### config.mk
export PLATFORM = sky130hd
export DESIGN_NAME = spi_slave_frame_rx_flat
export DESIGN_NICKNAME = d
export VERILOG_FILES = /design/src/rtl/spi_slave_frame_rx_if.sv /design/src/rtl/spi_slave_frame_rx.sv /design/src/flat_wrapper.sv
export SDC_FILE = /design/constraint.sdc
export NUM_CORES = 1
export LEC_CHECK = 0
export BUFFER_PORTS_ARGS = -buffer_cell sky130_fd_sc_hd__buf_4
export CORE_UTILIZATION = 60
export DETAILED_ROUTE_END_ITERATION = 16
export GPL_TIMING_DRIVEN = 0
export HOLD_SLACK_MARGIN = 0.12
export PLACE_DENSITY = 0.8
export SYNTH_ARGS = -nofsm -noshare
export SYNTH_HDL_FRONTEND = slang
export SYNTH_SLANG_ARGS = --single-unit
### constraint.sdc
create_clock -name clk -period 3.8 [get_ports clk]
set_input_delay 0.38 -clock clk [delete_from_list [all_inputs] [get_ports clk]]
set_output_delay 0.38 -clock clk [all_outputs]
set_load 0.005 [all_outputs]
### src/rtl/spi_slave_frame_rx_if.sv
`default_nettype none
// ============================================================================
// Module   : spi_slave_frame_rx_if
// Brief    : SPI pins, the byte valid/ready handshake and the status flags of
//            the frame receiver, grouped as one bundle.
// Revision : 1.0 - initial release
// ============================================================================
interface spi_slave_frame_rx_if #(
    parameter int IDX_W = 10
);
    logic             spi_sclk;
    logic             spi_ss;
    logic             spi_mosi;
    logic             spi_miso;
    logic [7:0]       rx_data;
    logic [IDX_W-1:0] rx_idx;
    logic             rx_valid;
    logic             rx_ready;
    logic             frame_done;
    logic             frame_abort;
    logic             overflow;
    logic             overflow_clr;
    logic             busy;

    modport slave (
        input  spi_sclk, spi_ss, spi_mosi, rx_ready, overflow_clr,
        output spi_miso, rx_data, rx_idx, rx_valid, frame_done, frame_abort,
               overflow, busy
    );

    modport master (
        output spi_sclk, spi_ss, spi_mosi, rx_ready, overflow_clr,
        input  spi_miso, rx_data, rx_idx, rx_valid, frame_done, frame_abort,
               overflow, busy
    );
endinterface
`default_nettype wire

### src/rtl/spi_slave_frame_rx.sv
`default_nettype none
// ============================================================================
// Module   : spi_slave_frame_rx
// Brief    : Mode-0 SPI slave that oversamples the link, assembles bytes tagged
//            with their frame position and echoes received bytes on MISO.
// Revision : 1.0 - initial release
// ============================================================================
module spi_slave_frame_rx #(
    parameter int         FRAME_BYTES = 1024,
    parameter logic [7:0] TX_ID       = 8'hA5,
    parameter int         SYNC_STAGES = 2
) (
    input  wire logic            clk,
    input  wire logic            rst,
    spi_slave_frame_rx_if.slave  bus
);
    localparam int               IDX_W    = $clog2(FRAME_BYTES);
    localparam logic [IDX_W-1:0] LAST_IDX = IDX_W'(FRAME_BYTES - 1);

    typedef enum logic {
        IDLE = 1'b0,
        RECV = 1'b1
    } state_e;

    state_e state_q, state_d;

    logic [SYNC_STAGES-1:0] sclk_sync_q;
    logic [SYNC_STAGES-1:0] ss_sync_q;
    logic [SYNC_STAGES-1:0] mosi_sync_q;
    logic                   sclk_prev_q;
    logic                   ss_prev_q;

    logic [3:0]       bit_cnt_q;
    logic [7:0]       shift_q;
    logic [7:0]       tx_q;
    logic [IDX_W-1:0] byte_cnt_q;
    logic [7:0]       rx_data_q;
    logic [IDX_W-1:0] rx_idx_q;
    logic             rx_valid_q;
    logic             frame_done_q;
    logic             frame_abort_q;
    logic             overflow_q;

    logic             w_sclk_s;
    logic             w_ss_s;
    logic             w_mosi_s;
    logic             w_in_recv;
    logic             w_sclk_rise;
    logic             w_sclk_fall;
    logic             w_ss_fall;
    logic             w_ss_rise;
    logic             w_byte_done;
    logic             w_accept;
    logic             w_load;
    logic             w_drop;
    logic [IDX_W-1:0] w_byte_cnt_adv;

    // SS synchronizer resets to the deselected level so release never fakes a select edge
    always_ff @(posedge clk or posedge rst) begin
        if (rst) begin
            sclk_sync_q <= '0;
            ss_sync_q   <= '1;
            mosi_sync_q <= '0;
            sclk_prev_q <= 1'b0;
            ss_prev_q   <= 1'b1;
        end else begin
            sclk_sync_q <= {sclk_sync_q[SYNC_STAGES-2:0], bus.spi_sclk};
            ss_sync_q   <= {ss_sync_q[SYNC_STAGES-2:0], bus.spi_ss};
            mosi_sync_q <= {mosi_sync_q[SYNC_STAGES-2:0], bus.spi_mosi};
            sclk_prev_q <= w_sclk_s;
            ss_prev_q   <= w_ss_s;
        end
    end

    assign w_sclk_s    = sclk_sync_q[SYNC_STAGES-1];
    assign w_ss_s      = ss_sync_q[SYNC_STAGES-1];
    assign w_mosi_s    = mosi_sync_q[SYNC_STAGES-1];
    assign w_in_recv   = (state_q == RECV);
    assign w_sclk_rise = w_in_recv & ~w_ss_s & w_sclk_s & ~sclk_prev_q;
    assign w_sclk_fall = w_in_recv & ~w_ss_s & ~w_sclk_s & sclk_prev_q;
    assign w_ss_fall   = ss_prev_q & ~w_ss_s;
    assign w_ss_rise   = ~ss_prev_q & w_ss_s;

    assign w_byte_done    = w_in_recv & (bit_cnt_q == 4'd8);
    assign w_accept       = rx_valid_q & bus.rx_ready;
    assign w_load         = w_byte_done & (~rx_valid_q | w_accept);
    assign w_drop         = w_byte_done & ~w_load;
    assign w_byte_cnt_adv = w_byte_done ? byte_cnt_q + IDX_W'(1) : byte_cnt_q;

    always_ff @(posedge clk or posedge rst) begin
        if (rst) begin
            state_q <= IDLE;
        end else begin
            state_q <= state_d;
        end
    end

    always_comb begin
        state_d = state_q;
        case (state_q)
            IDLE:    if (w_ss_fall) state_d = RECV;
            RECV:    if (w_ss_rise) state_d = IDLE;
            default: state_d = IDLE;
        endcase
    end

    always_ff @(posedge clk or posedge rst) begin
        if (rst) begin
            bit_cnt_q     <= 4'd0;
            shift_q       <= 8'd0;
            tx_q          <= TX_ID;
            byte_cnt_q    <= '0;
            rx_data_q     <= 8'd0;
            rx_idx_q      <= '0;
            rx_valid_q    <= 1'b0;
            frame_done_q  <= 1'b0;
            frame_abort_q <= 1'b0;
            overflow_q    <= 1'b0;
        end else begin
            frame_done_q  <= 1'b0;
            frame_abort_q <= 1'b0;

            if ((state_q == IDLE) && w_ss_fall) begin
                bit_cnt_q <= 4'd0;
                tx_q      <= TX_ID;
            end

            if (w_sclk_rise) begin
                shift_q   <= {shift_q[6:0], w_mosi_s};
                bit_cnt_q <= bit_cnt_q + 4'd1;
            end

            // The fall closing a byte must not shift: bit 7 of the reload is already on MISO
            if (w_sclk_fall && (bit_cnt_q != 4'd0)) begin
                tx_q <= {tx_q[6:0], 1'b0};
            end

            if (w_byte_done) begin
                bit_cnt_q    <= 4'd0;
                tx_q         <= shift_q;
                byte_cnt_q   <= w_byte_cnt_adv;
                frame_done_q <= (byte_cnt_q == LAST_IDX);
            end

            if (w_load) begin
                rx_data_q  <= shift_q;
                rx_idx_q   <= byte_cnt_q;
                rx_valid_q <= 1'b1;
            end else if (w_accept) begin
                rx_valid_q <= 1'b0;
            end

            if (bus.overflow_clr) begin
                overflow_q <= 1'b0;
            end else if (w_drop) begin
                overflow_q <= 1'b1;
            end

            if (w_in_recv && w_ss_rise) begin
                bit_cnt_q     <= 4'd0;
                byte_cnt_q    <= '0;
                frame_abort_q <= (w_byte_cnt_adv != '0);
            end
        end
    end

    assign bus.spi_miso    = w_in_recv & ~w_ss_s & tx_q[7];
    assign bus.rx_data     = rx_data_q;
    assign bus.rx_idx      = rx_idx_q;
    assign bus.rx_valid    = rx_valid_q;
    assign bus.frame_done  = frame_done_q;
    assign bus.frame_abort = frame_abort_q;
    assign bus.overflow    = overflow_q;
    assign bus.busy        = w_in_recv;

endmodule
`default_nettype wire

### src/flat_wrapper.sv
// flat-port wrapper written by rule: the top's interface ports become plain ports
module spi_slave_frame_rx_flat 
#(
    parameter int         FRAME_BYTES = 1024,
    parameter logic [7:0] TX_ID       = 8'hA5,
    parameter int         SYNC_STAGES = 2
)
  (clk, rst, bus_spi_sclk, bus_spi_ss, bus_spi_mosi, bus_rx_ready, bus_overflow_clr, bus_spi_miso, bus_rx_data, bus_rx_idx, bus_rx_valid, bus_frame_done, bus_frame_abort, bus_overflow, bus_busy);
  spi_slave_frame_rx_if #(.IDX_W((10))) bus_i ();
  input  wire logic clk;
  input  wire logic rst;
  input wire logic [$bits(bus_i.spi_sclk)-1:0] bus_spi_sclk;
  input wire logic [$bits(bus_i.spi_ss)-1:0] bus_spi_ss;
  input wire logic [$bits(bus_i.spi_mosi)-1:0] bus_spi_mosi;
  input wire logic [$bits(bus_i.rx_ready)-1:0] bus_rx_ready;
  input wire logic [$bits(bus_i.overflow_clr)-1:0] bus_overflow_clr;
  output wire logic [$bits(bus_i.spi_miso)-1:0] bus_spi_miso;
  output wire logic [$bits(bus_i.rx_data)-1:0] bus_rx_data;
  output wire logic [$bits(bus_i.rx_idx)-1:0] bus_rx_idx;
  output wire logic [$bits(bus_i.rx_valid)-1:0] bus_rx_valid;
  output wire logic [$bits(bus_i.frame_done)-1:0] bus_frame_done;
  output wire logic [$bits(bus_i.frame_abort)-1:0] bus_frame_abort;
  output wire logic [$bits(bus_i.overflow)-1:0] bus_overflow;
  output wire logic [$bits(bus_i.busy)-1:0] bus_busy;
  assign bus_i.spi_sclk = bus_spi_sclk;
  assign bus_i.spi_ss = bus_spi_ss;
  assign bus_i.spi_mosi = bus_spi_mosi;
  assign bus_i.rx_ready = bus_rx_ready;
  assign bus_i.overflow_clr = bus_overflow_clr;
  assign bus_spi_miso = bus_i.spi_miso;
  assign bus_rx_data = bus_i.rx_data;
  assign bus_rx_idx = bus_i.rx_idx;
  assign bus_rx_valid = bus_i.rx_valid;
  assign bus_frame_done = bus_i.frame_done;
  assign bus_frame_abort = bus_i.frame_abort;
  assign bus_overflow = bus_i.overflow;
  assign bus_busy = bus_i.busy;
  spi_slave_frame_rx #(.FRAME_BYTES(FRAME_BYTES), .TX_ID(TX_ID), .SYNC_STAGES(SYNC_STAGES)) u_core (.clk(clk), .rst(rst), .bus(bus_i));
endmodule
==> results.yml, run 1 <==
run_status:
  status: "complete, no violations"
setup_path:
  rr_worst_depth: 6
  crit_chain: "inv_1 > ha_1 > nand4b_4 > nor2_2 > buf_4 > mux2_2"
  max_stage_delay_ns: 0.45
  cp-end-kind: "register"
  crit_required_ns: 4.01
  reg2reg_to: "u_core.bus.rx_data[1]"
  path_delay_family: "simple AND/OR/NAND/NOR gates"
  crit_arrival_ns: 2.35
  r2r_slack_ns: 1.66
  r2r_start: "u_core.bit_cnt_q[0]"
  path_max_fanout: 10
  critPathLaunchType: "register"
  cp_slowest_cell: "nor2_2"
  startpoint: "u_core.bit_cnt_q[0]"
  critPathBufInv: 2
  cp.depth: 6
  endpoint: "u_core.bus.rx_data[1]"
  crit_type: "reg2reg"
finish:
  syn2layout_area_growth_pct: 17.9
  diodes: 0
  drive_above_1_share_pct: 34.9
  stdcell_count: 321
  final_util_pct: 73.2
  fin_nets: 274
yosys:
  yosys_most_used_dff: "dfrtp_1"
  synth_edf_count: 0
  yosysSeqAreaShare_pct: 56.8
  async_flop_share_pct: 100
  synth_area_per_cell_um2: 12.2
  syn-num-nets: 231
  syn-cell-area_mm2: 0.00270
  netlist_instances: 221
  yosys_register_bits: 61
  synth_cell_types: 45
  synth-warning-count: 0
drt:
  vias: 1814
  viasPerCell: 5.65
  route.detailed.drc: 0
  drtIter0Drc: 148
  postRouteAntennaNets: 0
  drt-wirelength-per-cell_um: 15.5
  drtPass1Iterations: 4
  wl_um: 4990
timing:
  finalSetupViolCount: 0
  tightest_slew_ns: 0.604
  slew_headroom_pct: 59.2
  clock_skew_ns: 0.00752
  rsz0062_at_grt: "no"
  hold_viol: 0
  period_share_pct: 56.4
  fin_crit_ns: 2.14
  drv_slew: 0
  max_freq_ghz: 0.467
  tns_ns: 0
cts:
  cts_htree_levels: 3
  cts_tree: "done"
  cts_root_buf: "clkbuf_8"
  clock-sinks: 61
  cts_buffers: 9
  path_clk_slew_ns: 0.07
  holdBufCountCts: 1
  clk_latency_ns: 0.33
  postCtsSetupBuffers: 0
  clockBufferDepth: 2
  cts_resized: 0
hold_path:
  hp-class: "in2reg"
placed_design:
  portBuffers: 30
  dp.cells: 304
  dp_hpwl_um: 3350
  gp_congestion: 0.821
global_routing:
  overflow: 0
  antenna_found_initial: 0
  grt_pass1_vias: 1851
  track_usage_pct: 23.7
  grt_pass1_wl_um: 8740
  grt_max_degree: 39
floorplanning:
  dieArea_mm2: 0.00478
  die_h_um: 69.1
  core_area_mm2: 0.00435
  ios: 31
  num_rows: 24
  die_w_um: 69.1
  start_util_pct: 62.1
power_and_ir_drop:
  leakagePower_nw: 1.56
  comb_power_share_pct: 7.7
  ir_worst_vdd_mv: 0.403
  p_sw_share_pct: 24.6
  p_clk_share_pct: 36.5
  switchingPower_uw: 329
  p_seq_share_pct: 55.8
  power_density_mw_per_mm2: 420
  power.internal_mw: 1.01
flow_run:
  drv_cap: 0
[worst min-delay path by stage]
| stage | startpoint | endpoint | slack [ns] | cells after the start |
|---|---|---|---|---|
| after floorplan | u_core.mosi_sync_q[0] | u_core.mosi_sync_q[1] | 0.33 | 0 |
| after global placement | u_core.sclk_sync_q[0] | u_core.sclk_sync_q[1] | 0.34 | 0 |
| after detailed placement | u_core.sclk_sync_q[0] | u_core.sclk_sync_q[1] | 0.34 | 0 |
| after CTS | bus_spi_mosi | u_core.mosi_sync_q[0] | 0.14 | 1 |
| after global routing | bus_spi_ss | u_core.ss_sync_q[0] | 0.14 | 1 |
| final | bus_spi_mosi | u_core.mosi_sync_q[0] | 0.15 | 1 |
[synth_stat cells, types with 2 or more instances]
master,instances,area [um2]
ha_1,3,37.5
o211ai_1,3,22.5
a21oi_1,7,35.0
nand3_1,6,30.0
buf_2,5,25.0
or2_2,2,12.5
xor2_1,6,52.6
dfstp_2,7,184
nand4_1,4,25.0
and2_1,4,25.0
nand2_1,12,45.0
nor2_1,15,56.3
and4_1,4,35.0
mux2i_1,8,80.1
o21ba_2,2,20.0
nor3b_1,3,22.5
nor3_1,5,25.0
xnor2_1,4,35.0
mux2_2,26,293
nor2b_1,2,12.5
o22ai_1,2,12.5
dfrtp_1,54,1350
inv_1,7,26.3
buf_1,2,7.51
o21ai_0,6,30.0
nand2b_1,3,18.8
[cell type report]
cell class,count,area (um2)
flip-flops and latches,61,1540
fillers,312,1170
multi-input cells,144,1100
repair buffers,32,255
clock buffers,14,153
well taps,52,65.1
plain buffers,9,43.8
inverters,7,26.3
clock inverters,2,10.0
[power groups by stage]
stage               Combinational [mW]  Sequential (mW)  Clock [mW]
finish                           0.103            0.746       0.488
floorplan                       0.0766            0.740           0
detailed placement               0.103            0.756           0
global route                     0.115            0.754       0.526
CTS                              0.105            0.745       0.498
global placement                0.0965            0.754           0
[per-layer routing]
metal / wire length (um) / vias to the layer above / GRT usage [%]
met4: 76 / 0 / 12.0
met5: 0 / - / 0
met2: 2380 / 31 / 35.1
met1: 2370 / 901 / 33.4
li1: - / 876 / -
met3: 160 / 6 / 4.97
[state kept, by name, indices dropped and copies added, names as in the netlist, 2 cells and up]
name,flops
u_core.byte_cnt_q,10
u_core.sclk_sync_q,2
u_core.bus.rx_idx,10
u_core.bus.rx_data,8
u_core.shift_q,8
u_core.bit_cnt_q,4
u_core.tx_q,8
u_core.mosi_sync_q,2
u_core.ss_sync_q,2
[placed cells by master, fill, tap and decap left out, types with 5 or more instances in the layout]
cell,count
dfrtp_1,54
buf_4,31
mux2_2,26
nor2_1,15
nand2_1,12
clkbuf_8,10
mux2i_1,8
a21oi_1,7
dfstp_2,7
inv_1,6
o21ai_0,6
nand3_1,6
xor2_1,6
buf_2,5
clkbuf_1,5
nor3_1,5
[cell families (layout without fill, tap and decap cells)]
logic type / count (synthesis) / count (layout) / synth area share [%]
DFF: 61 / 61 / 56.8
AOI/OAI and AO/OA: 27 / 27 / 6.94
and+or+nand+nor: 70 / 70 / 15.3
muxes: 34 / 34 / 13.8
buffers and inverters: 16 / 64 / 2.59
adders and majority gates: 3 / 3 / 1.39
xor gates and xnor gates: 10 / 10 / 3.24
[metrics by stage]
step / hold WS [ns] / area [um2] / power (mW) / setup slack [ns]
after detailed placement: 0.340 / 3010 / 0.858 / 1.65
after CTS: 0.141 / 3190 / 1.35 / 1.63
after global routing: 0.136 / 3190 / 1.40 / 1.47
after global placement: 0.336 / 2990 / 0.850 / 1.19
final: 0.153 / 3190 / 1.34 / 1.66
after floorplan: 0.331 / 2700 / 0.816 / 1.92
Note: power is estimated with default switching activity, not from simulation.
==> run 2: changes to the inputs <==
Settings changed: CORE_UTILIZATION 60 to 57, PLACE_DENSITY 0.8 to 0.76.
Clock period 3.8 ns to 2.2 ns, I/O delays scaled along.
==> run 2 against run 1 <==
  * Setup slack got worse by 1.4 ns
  * Clock power rose by 85%
  * Design area rose by 2.0%
  * Routed wire length rose by 3.3%
  * Count of clock-buffer cells in the layout rose by 1
  * Clock skew fell by 0.00055 ns
  * Critical path type unchanged
  * Critical endpoint is now u_core.bus.rx_data[3]
==> results.yml, run 2 (synthesized netlist as in run 1, its figures left out) <==
timing:
  tightest_slew_ns: 0.582
  clock_skew_ns: 0.00697
  hold_viol: 0
  rsz0062_at_grt: "no"
  slew_headroom_pct: 60.8
  period_share_pct: 90.3
  tns_ns: 0
  fin_crit_ns: 1.99
  finalSetupViolCount: 0
  max_freq_ghz: 0.503
  drv_slew: 0
setup_path:
  crit_type: "reg2reg"
  r2r_start: "u_core.bit_cnt_q[0]"
  rr_worst_depth: 6
  r2r_slack_ns: 0.21
  cp-end-kind: "register"
  crit_required_ns: 2.42
  path_max_fanout: 10
  crit_arrival_ns: 2.20
  endpoint: "u_core.bus.rx_data[3]"
  startpoint: "u_core.bit_cnt_q[0]"
  critPathLaunchType: "register"
  reg2reg_to: "u_core.bus.rx_data[3]"
power_and_ir_drop:
  power_density_mw_per_mm2: 730
  ir_worst_vdd_mv: 0.609
  switchingPower_uw: 563
  p_sw_share_pct: 23.7
  p_clk_share_pct: 37.9
  p_seq_share_pct: 54.2
  leakagePower_nw: 1.58
  power.internal_mw: 1.81
  power.total_mw: 2.37
  comb_power_share_pct: 7.8
drt:
  viasPerCell: 5.66
  vias: 1839
  postRouteAntennaNets: 0
  drtPass1Iterations: 10
  route.detailed.drc: 0
  drtIter0Drc: 142
  wl_um: 5160
  drt-wirelength-per-cell_um: 15.9
hold_path:
  hp-class: "in2reg"
  whs_path_depth: 4
global_routing:
  grt_max_degree: 40
  track_usage_pct: 24.4
  grt_pass1_wl_um: 9160
  overflow: 0
  antenna_found_initial: 0
  grt_pass1_vias: 1937
flow_run:
  drv_cap: 0
floorplanning:
  ios: 31
  core_area_mm2: 0.00444
  dieArea_mm2: 0.00502
  start_util_pct: 60.8
  num_rows: 24
  die_h_um: 70.9
  die_w_um: 70.9
placed_design:
  gp_congestion: 0.803
  dp_hpwl_um: 3460
  portBuffers: 30
finish:
  drive_above_1_share_pct: 34.8
  nFillCells: 323
  syn2layout_area_growth_pct: 20.2
  final_common_cell: "dfrtp_1"
  fin_nets: 278
  final_cell_mix: "dfrtp_1 (54), buf_4 (31), mux2_2 (26)"
  diodes: 0
run_status:
  status: "complete, no violations"
cts:
  clk_latency_ns: 0.33
  cts_tree: "done"
  clockBufferDepth: 2
  cts_buffers: 9
  cts_htree_levels: 3
  clock-sinks: 61
  path_clk_slew_ns: 0.07
  cts_root_buf: "clkbuf_8"
  postCtsSetupBuffers: 0
[run 2: critical path, stage by stage, from the launching register on]
cell and delay, ns:
dfrtp_1 0.40, inv_1 0.11, ha_1 0.25, nand4b_4 0.21
nor2_4 0.31, buf_4 0.25, mux2_2 0.34
[run 2: worst min-delay path by stage]
stage	start	end	slack, ns
final	bus_rx_ready	u_core.bus.overflow	0.26
after global routing	bus_rx_ready	u_core.bus.overflow	0.30
after CTS	bus_rx_ready	u_core.bus.overflow	0.23
after detailed placement	rst	u_core.bus.rx_data[0]	0.28
after global placement	bus_spi_ss	u_core.ss_sync_q[0]	0.33
after floorplan	bus_spi_ss	u_core.ss_sync_q[0]	0.22
[run 2: final cells by class]
type                    instances  area, um2  share of cell area [%]
clock buffers                  15        176                    5.43
inverters                       7       26.3                   0.808
plain buffers                   9       43.8                    1.35
flip-flops and latches         61       1540                    47.2
multi-input cells             144       1100                    33.9
repair buffers                 36        295                    9.08
clock inverters                 1       5.00                   0.154
well taps                      52       65.1                    2.00
[run 2: routing by layer]
layer | up-vias | GRT usage [%] | part of all wire [%]
met4 | 0 | 11.3 | 2.3
li1 | 879 | - | -
met1 | 917 | 32.7 | 48
met5 | - | 0 | 0
met3 | 11 | 7.12 | 2.6
met2 | 32 | 37.0 | 47
[run 2: timing repair]
action	4_1_cts	5_1_grt
endpoints found under the setup margin	0	10
resized for setup	0	1
hold buffers	5	0
endpoints found under the hold margin	22	0
[run 2: through the flow]
| stage | util (%) | hold WS, ns | worst slack [ns] | instances | cell area (um2) |
|---|---|---|---|---|---|
| 2_1_floorplan | - | 0.224 | 0.379 | 221 | 2700 |
| 3_3_place_gp | 67.4 | 0.328 | -0.250 | 303 | 2990 |
| 3_5_place_dp | 67.8 | 0.283 | 0.0647 | 304 | 3010 |
| 4_1_cts | 73.0 | 0.234 | 0.0467 | 325 | 3250 |
| 5_1_grt | 73.1 | 0.296 | 0.0888 | 325 | 3250 |
| 6_report | 73.1 | 0.264 | 0.213 | 325 | 3250 |
[run 2: power by group through the flow]
stage               registers (mW)  clock network (mW)  logic (mW)
floorplan                     1.28                   0       0.132
global placement              1.30                   0       0.167
detailed placement            1.30                   0       0.179
CTS                           1.28               0.921       0.187
global route                  1.30               0.973       0.209
finish                        1.29               0.901       0.186
